$ cat src/rtl/gpu_pkg.sv
// Shared definitions for the thread datapath: LSU opcodes, LSU FSM states and
// register-file geometry.
package gpu_pkg;

    localparam int NUM_GPRS   = 13;
    localparam int REG_ADDR_W = 4;

    typedef enum logic [1:0] {
        LOAD  = 2'b01,
        STORE = 2'b10
    } lsu_op_t;

    typedef enum logic [1:0] {
        IDLE = 2'b00,
        REQ  = 2'b01,
        WB   = 2'b10,
        DONE = 2'b11
    } lsu_state_t;

    // Registers at or above NUM_GPRS are read-only specials.
    function automatic logic is_gpr(input logic [REG_ADDR_W-1:0] rd);
        return (rd < REG_ADDR_W'(NUM_GPRS));
    endfunction

endpackage

$ cat src/rtl/thread_lsu_if.sv
// Memory-controller side of the thread LSU: separate read and write
// valid/ready channels.
interface thread_lsu_if #(
    parameter int ADDR_W = 8,
    parameter int DATA_W = 16
);
    logic              mem_read_valid;
    logic [ADDR_W-1:0] mem_read_addr;
    logic              mem_read_ready;
    logic [DATA_W-1:0] mem_read_data;
    logic              mem_write_valid;
    logic [ADDR_W-1:0] mem_write_addr;
    logic [DATA_W-1:0] mem_write_data;
    logic              mem_write_ready;

    modport master (
        output mem_read_valid, mem_read_addr,
        input  mem_read_ready, mem_read_data,
        output mem_write_valid, mem_write_addr, mem_write_data,
        input  mem_write_ready
    );

    modport slave (
        input  mem_read_valid, mem_read_addr,
        output mem_read_ready, mem_read_data,
        input  mem_write_valid, mem_write_addr, mem_write_data,
        output mem_write_ready
    );
endinterface

$ cat src/rtl/thread_lsu_timeout_ctr.sv
// Counts cycles spent waiting on memory; flags the last allowed cycle.
// TIMEOUT of 0 disables expiry entirely.
module lsu_timeout_ctr #(
    parameter int TIMEOUT = 64
) (
    input  logic clk,
    input  logic reset,
    input  logic i_clear,
    input  logic i_inc,
    output logic o_expire
);

    localparam int CNT_W = (TIMEOUT > 2) ? $clog2(TIMEOUT) : 1;

    logic [CNT_W-1:0] r_count;

    // Wait-cycle counter, cleared whenever the LSU is not requesting.
    always_ff @(posedge clk or posedge reset) begin
        if (reset) begin
            r_count <= '0;
        end else if (i_clear) begin
            r_count <= '0;
        end else if (i_inc) begin
            r_count <= r_count + CNT_W'(1);
        end else begin
            r_count <= r_count;
        end
    end

    generate
        if (TIMEOUT == 0) begin : g_no_timeout
            logic w_unused_count;
            assign w_unused_count = &{1'b0, r_count};
            assign o_expire = 1'b0;
        end else begin : g_timeout
            assign o_expire = (r_count == CNT_W'(TIMEOUT - 1));
        end
    endgenerate

endmodule

$ cat src/rtl/thread_lsu.sv
// Per-thread load/store unit: takes RS1/RS2 from the register file, runs one
// memory transaction and writes load data back to the register file.
module thread_lsu
    import gpu_pkg::*;
#(
    parameter int ADDR_W  = 8,
    parameter int DATA_W  = 16,
    parameter int TIMEOUT = 64
) (
    input  logic                  clk,
    input  logic                  reset,
    input  logic                  enable,
    input  logic                  issue_valid,
    output logic                  issue_ready,
    input  logic [1:0]            issue_op,
    input  logic [REG_ADDR_W-1:0] issue_rd,
    input  logic [DATA_W-1:0]     rs1,
    input  logic [DATA_W-1:0]     rs2,
    thread_lsu_if.master          mem,
    output logic                  wb_we,
    output logic [REG_ADDR_W-1:0] wb_addr,
    output logic [DATA_W-1:0]     wb_data,
    output logic                  done,
    output logic                  err
);

    lsu_state_t            r_state,    w_state_nx;
    logic                  r_is_load,  w_is_load_nx;
    logic [REG_ADDR_W-1:0] r_rd,       w_rd_nx;
    logic [ADDR_W-1:0]     r_addr,     w_addr_nx;
    logic [DATA_W-1:0]     r_data,     w_data_nx;
    logic                  r_rd_valid, w_rd_valid_nx;
    logic                  r_wr_valid, w_wr_valid_nx;
    logic                  r_wb_we,    w_wb_we_nx;
    logic [REG_ADDR_W-1:0] r_wb_addr,  w_wb_addr_nx;
    logic [DATA_W-1:0]     r_wb_data,  w_wb_data_nx;
    logic                  r_done,     w_done_nx;
    logic                  r_err,      w_err_nx;

    logic w_issue_ready;
    logic w_mem_ready;
    logic w_expire;
    logic w_unused_rs1_hi;

    // Only the low ADDR_W bits of RS1 form the address.
    assign w_unused_rs1_hi = &{1'b0, rs1[DATA_W-1:ADDR_W]};

    assign w_issue_ready = (r_state == IDLE) && enable;
    assign w_mem_ready   = r_is_load ? mem.mem_read_ready : mem.mem_write_ready;

    lsu_timeout_ctr #(.TIMEOUT(TIMEOUT)) u_timeout (
        .clk      (clk),
        .reset    (reset),
        .i_clear  (r_state != REQ),
        .i_inc    ((r_state == REQ) && !w_mem_ready),
        .o_expire (w_expire)
    );

    // Next-state and next-output logic; outputs are registered from these
    // values so each pulse lines up with the state it belongs to.
    always_comb begin
        w_state_nx    = r_state;
        w_is_load_nx  = r_is_load;
        w_rd_nx       = r_rd;
        w_addr_nx     = r_addr;
        w_data_nx     = r_data;
        w_rd_valid_nx = r_rd_valid;
        w_wr_valid_nx = r_wr_valid;
        w_wb_we_nx    = 1'b0;
        w_wb_addr_nx  = r_wb_addr;
        w_wb_data_nx  = r_wb_data;
        w_done_nx     = 1'b0;
        w_err_nx      = 1'b0;

        case (r_state)
            IDLE: begin
                if (issue_valid && w_issue_ready) begin
                    w_rd_nx   = issue_rd;
                    w_addr_nx = rs1[ADDR_W-1:0];
                    w_data_nx = rs2;
                    case (issue_op)
                        LOAD: begin
                            w_is_load_nx  = 1'b1;
                            w_rd_valid_nx = 1'b1;
                            w_state_nx    = REQ;
                        end
                        STORE: begin
                            w_is_load_nx  = 1'b0;
                            w_wr_valid_nx = 1'b1;
                            w_state_nx    = REQ;
                        end
                        default: begin
                            w_is_load_nx = 1'b0;
                            w_done_nx    = 1'b1;
                            w_err_nx     = 1'b1;
                            w_state_nx   = DONE;
                        end
                    endcase
                end else begin
                    w_state_nx = IDLE;
                end
            end
            REQ: begin
                if (w_mem_ready) begin
                    w_rd_valid_nx = 1'b0;
                    w_wr_valid_nx = 1'b0;
                    if (r_is_load) begin
                        w_wb_data_nx = mem.mem_read_data;
                        w_wb_addr_nx = r_rd;
                        w_wb_we_nx   = is_gpr(r_rd);
                        w_state_nx   = WB;
                    end else begin
                        w_done_nx  = 1'b1;
                        w_state_nx = DONE;
                    end
                end else if (w_expire) begin
                    // Ready on the expiry cycle is handled above and wins.
                    w_rd_valid_nx = 1'b0;
                    w_wr_valid_nx = 1'b0;
                    w_done_nx     = 1'b1;
                    w_err_nx      = 1'b1;
                    w_state_nx    = DONE;
                end else begin
                    w_state_nx = REQ;
                end
            end
            WB: begin
                w_done_nx  = 1'b1;
                w_state_nx = DONE;
            end
            DONE: begin
                w_state_nx = IDLE;
            end
            default: begin
                w_rd_valid_nx = 1'b0;
                w_wr_valid_nx = 1'b0;
                w_state_nx    = IDLE;
            end
        endcase
    end

    // State and registered outputs; async reset abandons any transaction.
    always_ff @(posedge clk or posedge reset) begin
        if (reset) begin
            r_state    <= IDLE;
            r_is_load  <= 1'b0;
            r_rd       <= '0;
            r_addr     <= '0;
            r_data     <= '0;
            r_rd_valid <= 1'b0;
            r_wr_valid <= 1'b0;
            r_wb_we    <= 1'b0;
            r_wb_addr  <= '0;
            r_wb_data  <= '0;
            r_done     <= 1'b0;
            r_err      <= 1'b0;
        end else begin
            r_state    <= w_state_nx;
            r_is_load  <= w_is_load_nx;
            r_rd       <= w_rd_nx;
            r_addr     <= w_addr_nx;
            r_data     <= w_data_nx;
            r_rd_valid <= w_rd_valid_nx;
            r_wr_valid <= w_wr_valid_nx;
            r_wb_we    <= w_wb_we_nx;
            r_wb_addr  <= w_wb_addr_nx;
            r_wb_data  <= w_wb_data_nx;
            r_done     <= w_done_nx;
            r_err      <= w_err_nx;
        end
    end

    assign issue_ready         = w_issue_ready;
    assign mem.mem_read_valid  = r_rd_valid;
    assign mem.mem_read_addr   = r_addr;
    assign mem.mem_write_valid = r_wr_valid;
    assign mem.mem_write_addr  = r_addr;
    assign mem.mem_write_data  = r_data;
    assign wb_we               = r_wb_we;
    assign wb_addr             = r_wb_addr;
    assign wb_data             = r_wb_data;
    assign done                = r_done;
    assign err                 = r_err;

endmodule

$ cat src/flat_wrapper.sv
// flat-port wrapper written by rule: the top's interface ports become plain ports
module thread_lsu_flat import gpu_pkg::*;
#(
    parameter int ADDR_W  = 8,
    parameter int DATA_W  = 16,
    parameter int TIMEOUT = 64
)
  (clk, reset, enable, issue_valid, issue_ready, issue_op, issue_rd, rs1, rs2, wb_we, wb_addr, wb_data, done, err, mem_mem_read_valid, mem_mem_read_addr, mem_mem_read_ready, mem_mem_read_data, mem_mem_write_valid, mem_mem_write_addr, mem_mem_write_data, mem_mem_write_ready);
  thread_lsu_if #(.ADDR_W(ADDR_W), .DATA_W(DATA_W)) mem_i ();
  input  logic clk;
  input  logic reset;
  input  logic enable;
  input  logic issue_valid;
  output logic issue_ready;
  input  logic [1:0] issue_op;
  input  logic [REG_ADDR_W-1:0] issue_rd;
  input  logic [DATA_W-1:0] rs1;
  input  logic [DATA_W-1:0] rs2;
  output logic wb_we;
  output logic [REG_ADDR_W-1:0] wb_addr;
  output logic [DATA_W-1:0] wb_data;
  output logic done;
  output logic err;
  output wire logic [$bits(mem_i.mem_read_valid)-1:0] mem_mem_read_valid;
  output wire logic [$bits(mem_i.mem_read_addr)-1:0] mem_mem_read_addr;
  input wire logic [$bits(mem_i.mem_read_ready)-1:0] mem_mem_read_ready;
  input wire logic [$bits(mem_i.mem_read_data)-1:0] mem_mem_read_data;
  output wire logic [$bits(mem_i.mem_write_valid)-1:0] mem_mem_write_valid;
  output wire logic [$bits(mem_i.mem_write_addr)-1:0] mem_mem_write_addr;
  output wire logic [$bits(mem_i.mem_write_data)-1:0] mem_mem_write_data;
  input wire logic [$bits(mem_i.mem_write_ready)-1:0] mem_mem_write_ready;
  assign mem_mem_read_valid = mem_i.mem_read_valid;
  assign mem_mem_read_addr = mem_i.mem_read_addr;
  assign mem_i.mem_read_ready = mem_mem_read_ready;
  assign mem_i.mem_read_data = mem_mem_read_data;
  assign mem_mem_write_valid = mem_i.mem_write_valid;
  assign mem_mem_write_addr = mem_i.mem_write_addr;
  assign mem_mem_write_data = mem_i.mem_write_data;
  assign mem_i.mem_write_ready = mem_mem_write_ready;
  thread_lsu #(.ADDR_W(ADDR_W), .DATA_W(DATA_W), .TIMEOUT(TIMEOUT)) u_core (.clk(clk), .reset(reset), .enable(enable), .issue_valid(issue_valid), .issue_ready(issue_ready), .issue_op(issue_op), .issue_rd(issue_rd), .rs1(rs1), .rs2(rs2), .mem(mem_i), .wb_we(wb_we), .wb_addr(wb_addr), .wb_data(wb_data), .done(done), .err(err));
endmodule
$ cat config.mk
export PLATFORM = sky130hd
export DESIGN_NAME = thread_lsu_flat
export DESIGN_NICKNAME = d
export VERILOG_FILES = /design/src/rtl/gpu_pkg.sv /design/src/rtl/thread_lsu_if.sv /design/src/rtl/thread_lsu_timeout_ctr.sv /design/src/rtl/thread_lsu.sv /design/src/flat_wrapper.sv
export SDC_FILE = /design/constraint.sdc
export NUM_CORES = 1
export LEC_CHECK = 0
export CAP_MARGIN = 20
export CORE_UTILIZATION = 44
export CTS_CLUSTER_DIAMETER = 60
export DETAILED_ROUTE_END_ITERATION = 16
export PLACE_DENSITY = 0.84
export SLEW_MARGIN = 20
export SYNTH_ARGS = -nofsm -noshare
export SYNTH_HDL_FRONTEND = slang
export SYNTH_HIERARCHICAL = 1
export SYNTH_SLANG_ARGS = --single-unit
$ cat constraint.sdc
create_clock -name clk -period 4 [get_ports clk]
set_input_delay 0.8 -clock clk [delete_from_list [all_inputs] [get_ports clk]]
set_output_delay 0.8 -clock clk [all_outputs]
set_load 0.02 [all_outputs]
# After elaboration in Yosys (flattened, before gate mapping)

Index checks and enable logic that the tools add are counted.
Widths: inputs -> output; s select.

$add $sub $neg: 1
Magnitude comparators: 1
Eq/ne operators: 11
Muxes and demuxes: 29
Reduce and logical (&&, ||, !) cells: 12

Operator list:

| operator            | count |
|---|---|
| $mux 1              | 18 |
| $mux 6              | 2 |
| $mux 2              | 4 |
| $pmux 2 s4          | 1 |
| $reduce_and 4->1    | 2 |
| $add 6x1->6 const B | 1 |
| $eq 2x2->1 const B  | 3 |
| $eq 6x6->1 const B  | 1 |
| $ne 2x2->1 const B  | 3 |
| $pmux 1 s2          | 3 |
| $eq 2x1->1 const B  | 2 |
| $lt 4x4->1 const B  | 1 |
| $reduce_bool 2->1   | 2 |
| $logic_and 1x1->1   | 3 |
| $ne 3x2->1 const B  | 1 |
| $pmux 1 s3          | 1 |
| $reduce_and 3->1    | 1 |
| $logic_not 2->1     | 1 |
| $ne 2x1->1 const B  | 1 |
| $reduce_and 2->1    | 1 |
| $reduce_or 2->1     | 1 |
| $logic_not 1->1     | 1 |

Bits in registers: 62

# Longest topological paths before layout

Gate-level depths: netlist of the first run.

Depth after elaboration: 5
Gate-level depth with buffers: 6
Mapped depth without buffers: 6

# Modules after synthesis

The synthesis of the first run kept the hierarchy.

Modules (own cells, without submodules):

| module          | times used | cells each | area an instance (um2) | sequential area each (um2) |
|---|---|---|---|---|
| thread_lsu      | 1          | 146        | 2312.2                 | 1401.3 |
| lsu_timeout_ctr | 1          | 27         | 281.5                  | 150.1 |

# Worst setup path before layout of the first run

Ideal clock, no wire load.

Kind: input-to-output
From: input enable
To: output issue_ready
Arrival: 1.321 ns
Data required time: 3.200 ns
Setup slack: 1.879 ns
Stages on the path: 1
Path through: nor3b_1

Word-level cells in the longest chain between the ends: 1

Ends and longest elaborated chain:

| item              | RTL line           | RTL |
|---|---|---|
| from (decl)       | flat_wrapper.sv:12 | `input logic enable;` |
| $logic_and 1x1->1 | thread_lsu.sv:48   | `assign w_issue_ready = (r_state == IDLE) && enable;` |
| to (decl)         | flat_wrapper.sv:14 | `output logic issue_ready;` |

No other way between the ends.

# Worst setup path in the final report of the first run

Same ends and word-level chain as after synthesis.

==> impl_metrics.tcl, run 1 <==
set metrics [dict create \
    gr-usage-all-layers 0.195 \
    nNetsFinal 346 \
    cp_cell_sequence "clkdlybuf4s50_1 > nor3b_1 > clkdlybuf4s50_1" \
    cts_buffer_depth 2 \
    synth_fp_nets 236 \
    final_max_tran_viols 0 \
    numCtsBuffers 9 \
    placement.io_buffers 109 \
    groute.layer.met1.usage 0.251 \
    drv.max_cap_violation_count 0 \
    synth_cell_type_count 29 \
    most_frequent_cell_on_critical_path "clkdlybuf4s50_1" \
    first_pass_iters 4 \
    grt_busiest_layer "met2" \
    syn_inst 173 \
    worst_path_class_setup "in2out" \
    core_area_sq_um 5610 \
    p_per_area_nw_per_um2 812 \
    yosys_most_used_dff "dfrtp_1" \
    worst_setup_path_end_kind "primary output" \
    grt_max_degree 36 \
    tritoncts "built" \
    netlist_area_sq_um 2590 \
    clock_tree.htree_level_count 3 \
    tightestPinTransition_ns 0.749 \
    max_freq_mhz 342 \
    detail_route.wl_per_cell_microns 15.3 \
    dp_hpwl_mm 3.99 \
    global_route.overflow_total 0 \
    post-synth-top-area-fraction 0.598 \
    worstPathRequired_ns 3.20 \
    ys_top_cells_by_area "dfrtp_1 60%, mux2_2 13%, mux2_4 11%, buf_4 2.3%, ha_1 1.4%" \
    run_status "finished clean" \
    clock_sink_count 62 \
    drive_gt1_frac 0.257 \
    async_flop_share 1.00 \
    number_of_gates_given_a_new_drive_strength_after_cts 0 \
    hold_path.class "reg2reg" \
    cp_max_fo 3 \
    setup_violations 0 \
    global_route_wire_length_before_repair_mm 9.01 \
    die-width_microns 78.8 \
    critPathSlowestCell "clkdlybuf4s50_1" \
    boundaryPins 118 \
    delay_contributed_by_the_slowest_stage_of_the_critical_path_ns 0.64 \
    timing.slew.headroom 0.500 \
    period_share 0.730 \
    ctsRootBufferMaster "clkbuf_8" \
    drc_errors 0 \
    antenna_found_initial 0 \
    floorplan.die_area_sq_um 6210 \
    row_count 27 \
    setup_repair_after_global_routing_missed_its_margin "no" \
    cp_data_arrival_time_ns 2.12 \
    totalWireLength_mm 5.52 \
    drt-initial-drc-count 57 \
    synth_seq_cells 62 \
    startpoint_type "primary input" \
    first_global_vias 1778 \
    fin_total_pwr_uw 3180 \
    areaGrowthSynthToFinish_pct 51.2 \
    post-cts-setup-buffer-count 0 \
    drt.antenna.violating_nets 0 \
    cts_hold_repair.buffers 0 \
    grt_use_met3 0.0506 \
    num_vias 1757 \
    use_met2 0.310 \
    synth.cells.most_frequent "62 x dfrtp_1, 31 x mux2_2, 19 x mux2_4" \
    timing.final.crit_period_ns 2.92 \
    worst_clock_skew_ns 0.00729 \
    yosysSeqAreaShare 0.598 \
    initial_core_util 0.463 \
    insertion_delay_ns 0.33 \
    synth_area_leader_cell "dfrtp_1" \
    synth_edf_count 0 \
    diodes 0 \
    timing.setup.tns_ns 0 \
    synth.most_common_cell "dfrtp_1" \
    p_leak_uw 0.00175 \
    synthesis.yosys.warnings 6 \
    floorplan.die.height_microns 78.8 \
    clk_pin_slew_worst_setup_hold_paths_ns 0.07 \
    final_hold_viol_count 0 \
    max-vdd-ir-drop_uv 478 \
    gp_congestion 0.750 \
    via_density_per_instance 4.88 \
    post_synth.cell_area_avg_sq_um 15.0 \
]
-- state kept, by name, indices dropped and copies added, names as in the netlist --
signal                      cells
u_core/done                     1
u_core/err                      1
u_core/mem.mem_read_addr        8
u_core/mem.mem_read_valid       1
u_core/mem.mem_write_data      16
u_core/mem.mem_write_valid      1
u_core/r_is_load                1
u_core/r_rd                     4
u_core/r_state                  2
u_core/u_timeout/r_count        6
u_core/wb_addr                  4
u_core/wb_data                 16
u_core/wb_we                    1
-- layer usage --
layer / routed length (microns) / share of wire
met5: 0 / 0
met3: 494 / 0.090
met4: 89 / 0.016
met2: 2660 / 0.48
met1: 2270 / 0.41
-- cell usage in the layout (no fill, tap or decap), drive strengths merged, types with 2 or more instances in the layout --
master,netlist,final
dfrtp,62,62
buf,13,3
nor2,8,8
clkbuf,0,10
xor2,3,3
nand4,2,2
bufinv,0,2
nand2,6,6
ha,3,3
mux2,50,50
inv,5,6
clkinv,0,3
a22o,3,3
nand3,3,3
clkdlybuf4s50,0,109
o21ai,3,3
-- critical path, delay by kind of cell --
| kind | cells | cell delay, ns |
|---|---|---|
| buffers and inverters | 2 | 1.13 |
| AND/OR/NAND/NOR | 1 | 0.19 |
-- worst paths after layout --
path                       cells past startpoint         startpoint                           to  slack (ns)
max                                            3             enable                  issue_ready        1.08
min                                            1     u_core/r_rd[2]                 u_core/wb_we        0.49
max reg2reg                                    6  u_core/r_state[1]  u_core/u_timeout/r_count[5]        2.00
min reg2reg                                    1     u_core/r_rd[2]                 u_core/wb_we        0.49
max in group asynchronous                      3              reset            u_core/wb_addr[1]        2.30
min in group asynchronous                      2              reset  u_core/u_timeout/r_count[5]        0.74
-- cell type report --
cell class | count | area [sq um]
clock buffers | 10 | 138
clock inverters | 6 | 83.8
fillers | 417 | 1690
inverters | 5 | 18.8
multi-input cells | 93 | 926
flip-flops and latches | 62 | 1550
well taps | 72 | 90.1
repair buffers | 112 | 1110
-- metrics by stage --
step	hold WS [ns]	utilization	setup WS, ns	area, sq um	cells
floorplan	0.448	-	1.83	2590	173
global placement	0.472	0.660	1.07	3700	344
detailed placement	0.477	0.660	1.07	3700	344
CTS	0.492	0.699	1.07	3920	360
global route	0.518	0.699	1.03	3920	360
finish	0.490	0.699	1.08	3920	360
-- cells by family (layout without fill, tap and decap cells) --
| family | count (synthesis) | after routing | synth area share |
|---|---|---|---|
| XOR/XNOR | 4 | 4 | 0.0135 |
| buffers and inverters | 18 | 133 | 0.0449 |
| AO/OA/AOI/OAI | 9 | 9 | 0.0232 |
| multiplexers | 51 | 51 | 0.248 |
| flip-flops | 62 | 62 | 0.598 |
| adder cells (fa/ha/maj) | 3 | 3 | 0.0145 |
| AND/OR/NAND/NOR | 26 | 26 | 0.0574 |
-- power by group --
part | internal [uW] | leakage [uW] | total [uW] | switching, uW
Sequential | 907 | 0.000766 | 1080 | 176
Combinational | 832 | 0.000868 | 1500 | 666
Clock | 367 | 0.000116 | 602 | 235
Total | 2110 | 0.00175 | 3180 | 1080
Power figures use the tool's default switching activity.
==> run 2: changes to the inputs <==
Settings changed: CORE_UTILIZATION 44 to 41, PLACE_DENSITY 0.84 to 0.79.
Clock period 4 ns to 3 ns, I/O delays scaled along.
==> impl_metrics.tcl, run 2 (same netlist as run 1, synthesis figures left out) <==
set metrics [dict create \
    p_per_area_nw_per_um2 1070 \
    floorplan.die.height_microns 81.5 \
    worst_clock_skew_ns 0.00583 \
    cp_data_arrival_time_ns 2.00 \
    via_density_per_instance 4.83 \
    hold_ws_ns 0.477 \
    crit-reg2reg-capture "u_core/u_timeout/r_count[5]" \
    first_global_vias 1824 \
    ctsRootBufferMaster "clkbuf_8" \
    drv.max_cap_violation_count 0 \
    met1_length_mm 2.16 \
    num_vias 1767 \
    global_route_wire_length_before_repair_mm 8.09 \
    core_area_sq_um 6030 \
    die-width_microns 81.5 \
    cts_buffer_depth 2 \
    tightestPinTransition_ns 0.537 \
    drc_errors 0 \
    tritoncts "built" \
    global_route.overflow_total 0 \
    worstSetupEndpoint "issue_ready" \
    number_of_gates_given_a_new_drive_strength_after_cts 0 \
    cp_max_fo 3 \
    row_count 28 \
    numCtsBuffers 9 \
    route.met2.wl_mm 2.52 \
    worstRegToRegCells 7 \
    cts_hold_repair.buffers 0 \
    diodes 0 \
    nNetsFinal 349 \
    max-vdd-ir-drop_uv 614 \
    fillCellCount 468 \
    mostFrequentLayoutCell "clkdlybuf4s50_1" \
    antenna_found_initial 0 \
    first_pass_iters 4 \
    p_leak_uw 0.00176 \
    clk_pin_slew_worst_setup_hold_paths_ns 0.06 \
    grt_max_degree 34 \
    routed.top_layer "met4" \
    worst_path_class_setup "in2out" \
    timing.slew.headroom 0.642 \
    worstPathRequired_ns 2.40 \
    clock_tree.htree_level_count 3 \
    detail_route.wl_per_cell_microns 14.3 \
    hold_path.class "reg2reg" \
    clock_sink_count 62 \
    period_share 0.867 \
    placement.io_buffers 109 \
    dp_hpwl_mm 3.86 \
    floorplan.die_area_sq_um 6650 \
    startpoint_type "primary input" \
    insertion_delay_ns 0.32 \
    final_max_tran_viols 0 \
    setup_violations 0 \
    run_status "finished clean" \
    gr-usage-all-layers 0.166 \
    met3WireLength_microns 512 \
    initial_core_util 0.430 \
    drive_gt1_frac 0.258 \
    worst_setup_path_end_kind "primary output" \
    max_freq_mhz 384 \
    drt-initial-drc-count 27 \
    post-cts-setup-buffer-count 0 \
    setup_repair_after_global_routing_missed_its_margin "no" \
    timing.setup.tns_ns 0 \
    areaGrowthSynthToFinish_pct 52.4 \
    critPathLaunch "enable" \
    r2r_slack_ns 1.13 \
    drt.antenna.violating_nets 0 \
    totalWireLength_mm 5.24 \
    crit-reg2reg-launch "u_core/r_state[1]" \
    final_hold_viol_count 0 \
    layout.cells.most_common_list "109 x clkdlybuf4s50_1, 62 x dfrtp_1, 31 x mux2_2" \
    timing.final.crit_period_ns 2.60 \
    boundaryPins 118 \
    gp_congestion 0.729 \
]
-- run 2: final cells by class --
cell class	count	area, sq um	area share
timing repair buffer	115	1150	0.291
sequential	62	1550	0.392
inverter	5	18.8	0.00475
multi-input combinational	93	926	0.234
clock buffer	12	145	0.0367
clock inverter	4	70.1	0.0177
tap	75	93.8	0.0237
-- run 2: report_power, final --
group | switching, uW | total, uW | leakage (uW) | internal [uW]
Sequential | 222 | 1430 | 0.000766 | 1210
Clock | 298 | 787 | 0.000110 | 488
Combinational | 878 | 2000 | 0.000888 | 1120
Total | 1400 | 4210 | 0.00176 | 2820
-- run 2: worst min-delay path by stage --
stage,slack (ns),cells past startpoint,endpoint,start
after floorplan,0.39,1,u_core/u_timeout/r_count[0],reset
after global placement,0.47,1,u_core/wb_we,u_core/r_rd[3]
after detailed placement,0.47,1,u_core/wb_we,u_core/r_rd[3]
after CTS,0.48,1,u_core/wb_we,u_core/r_rd[3]
after global routing,0.49,1,u_core/wb_we,u_core/r_rd[3]
final,0.48,1,u_core/wb_we,u_core/r_rd[3]
-- run 2: critical path, stage by stage --
cell             delay, ns
clkdlybuf4s50_1       0.50
nor3b_1               0.24
clkdlybuf4s50_1       0.66
-- run 2: routing by layer --
metal | vias to the layer above | track usage
met5 | - | 0
met4 | 0 | 0.0821
met3 | 6 | 0.0667
met2 | 77 | 0.267
met1 | 867 | 0.193
li1 | 817 | -
-- run 2: metrics by stage --
step / util / total power (uW) / worst slack, ns / std cells / cell area (sq um)
floorplan: - / 2570 / 1.03 / 173 / 2590
global placement: 0.620 / 3400 / 0.447 / 350 / 3740
detailed placement: 0.620 / 3450 / 0.415 / 350 / 3740
CTS: 0.656 / 4270 / 0.394 / 366 / 3950
global route: 0.656 / 4440 / 0.315 / 366 / 3950
finish: 0.656 / 4210 / 0.398 / 366 / 3950
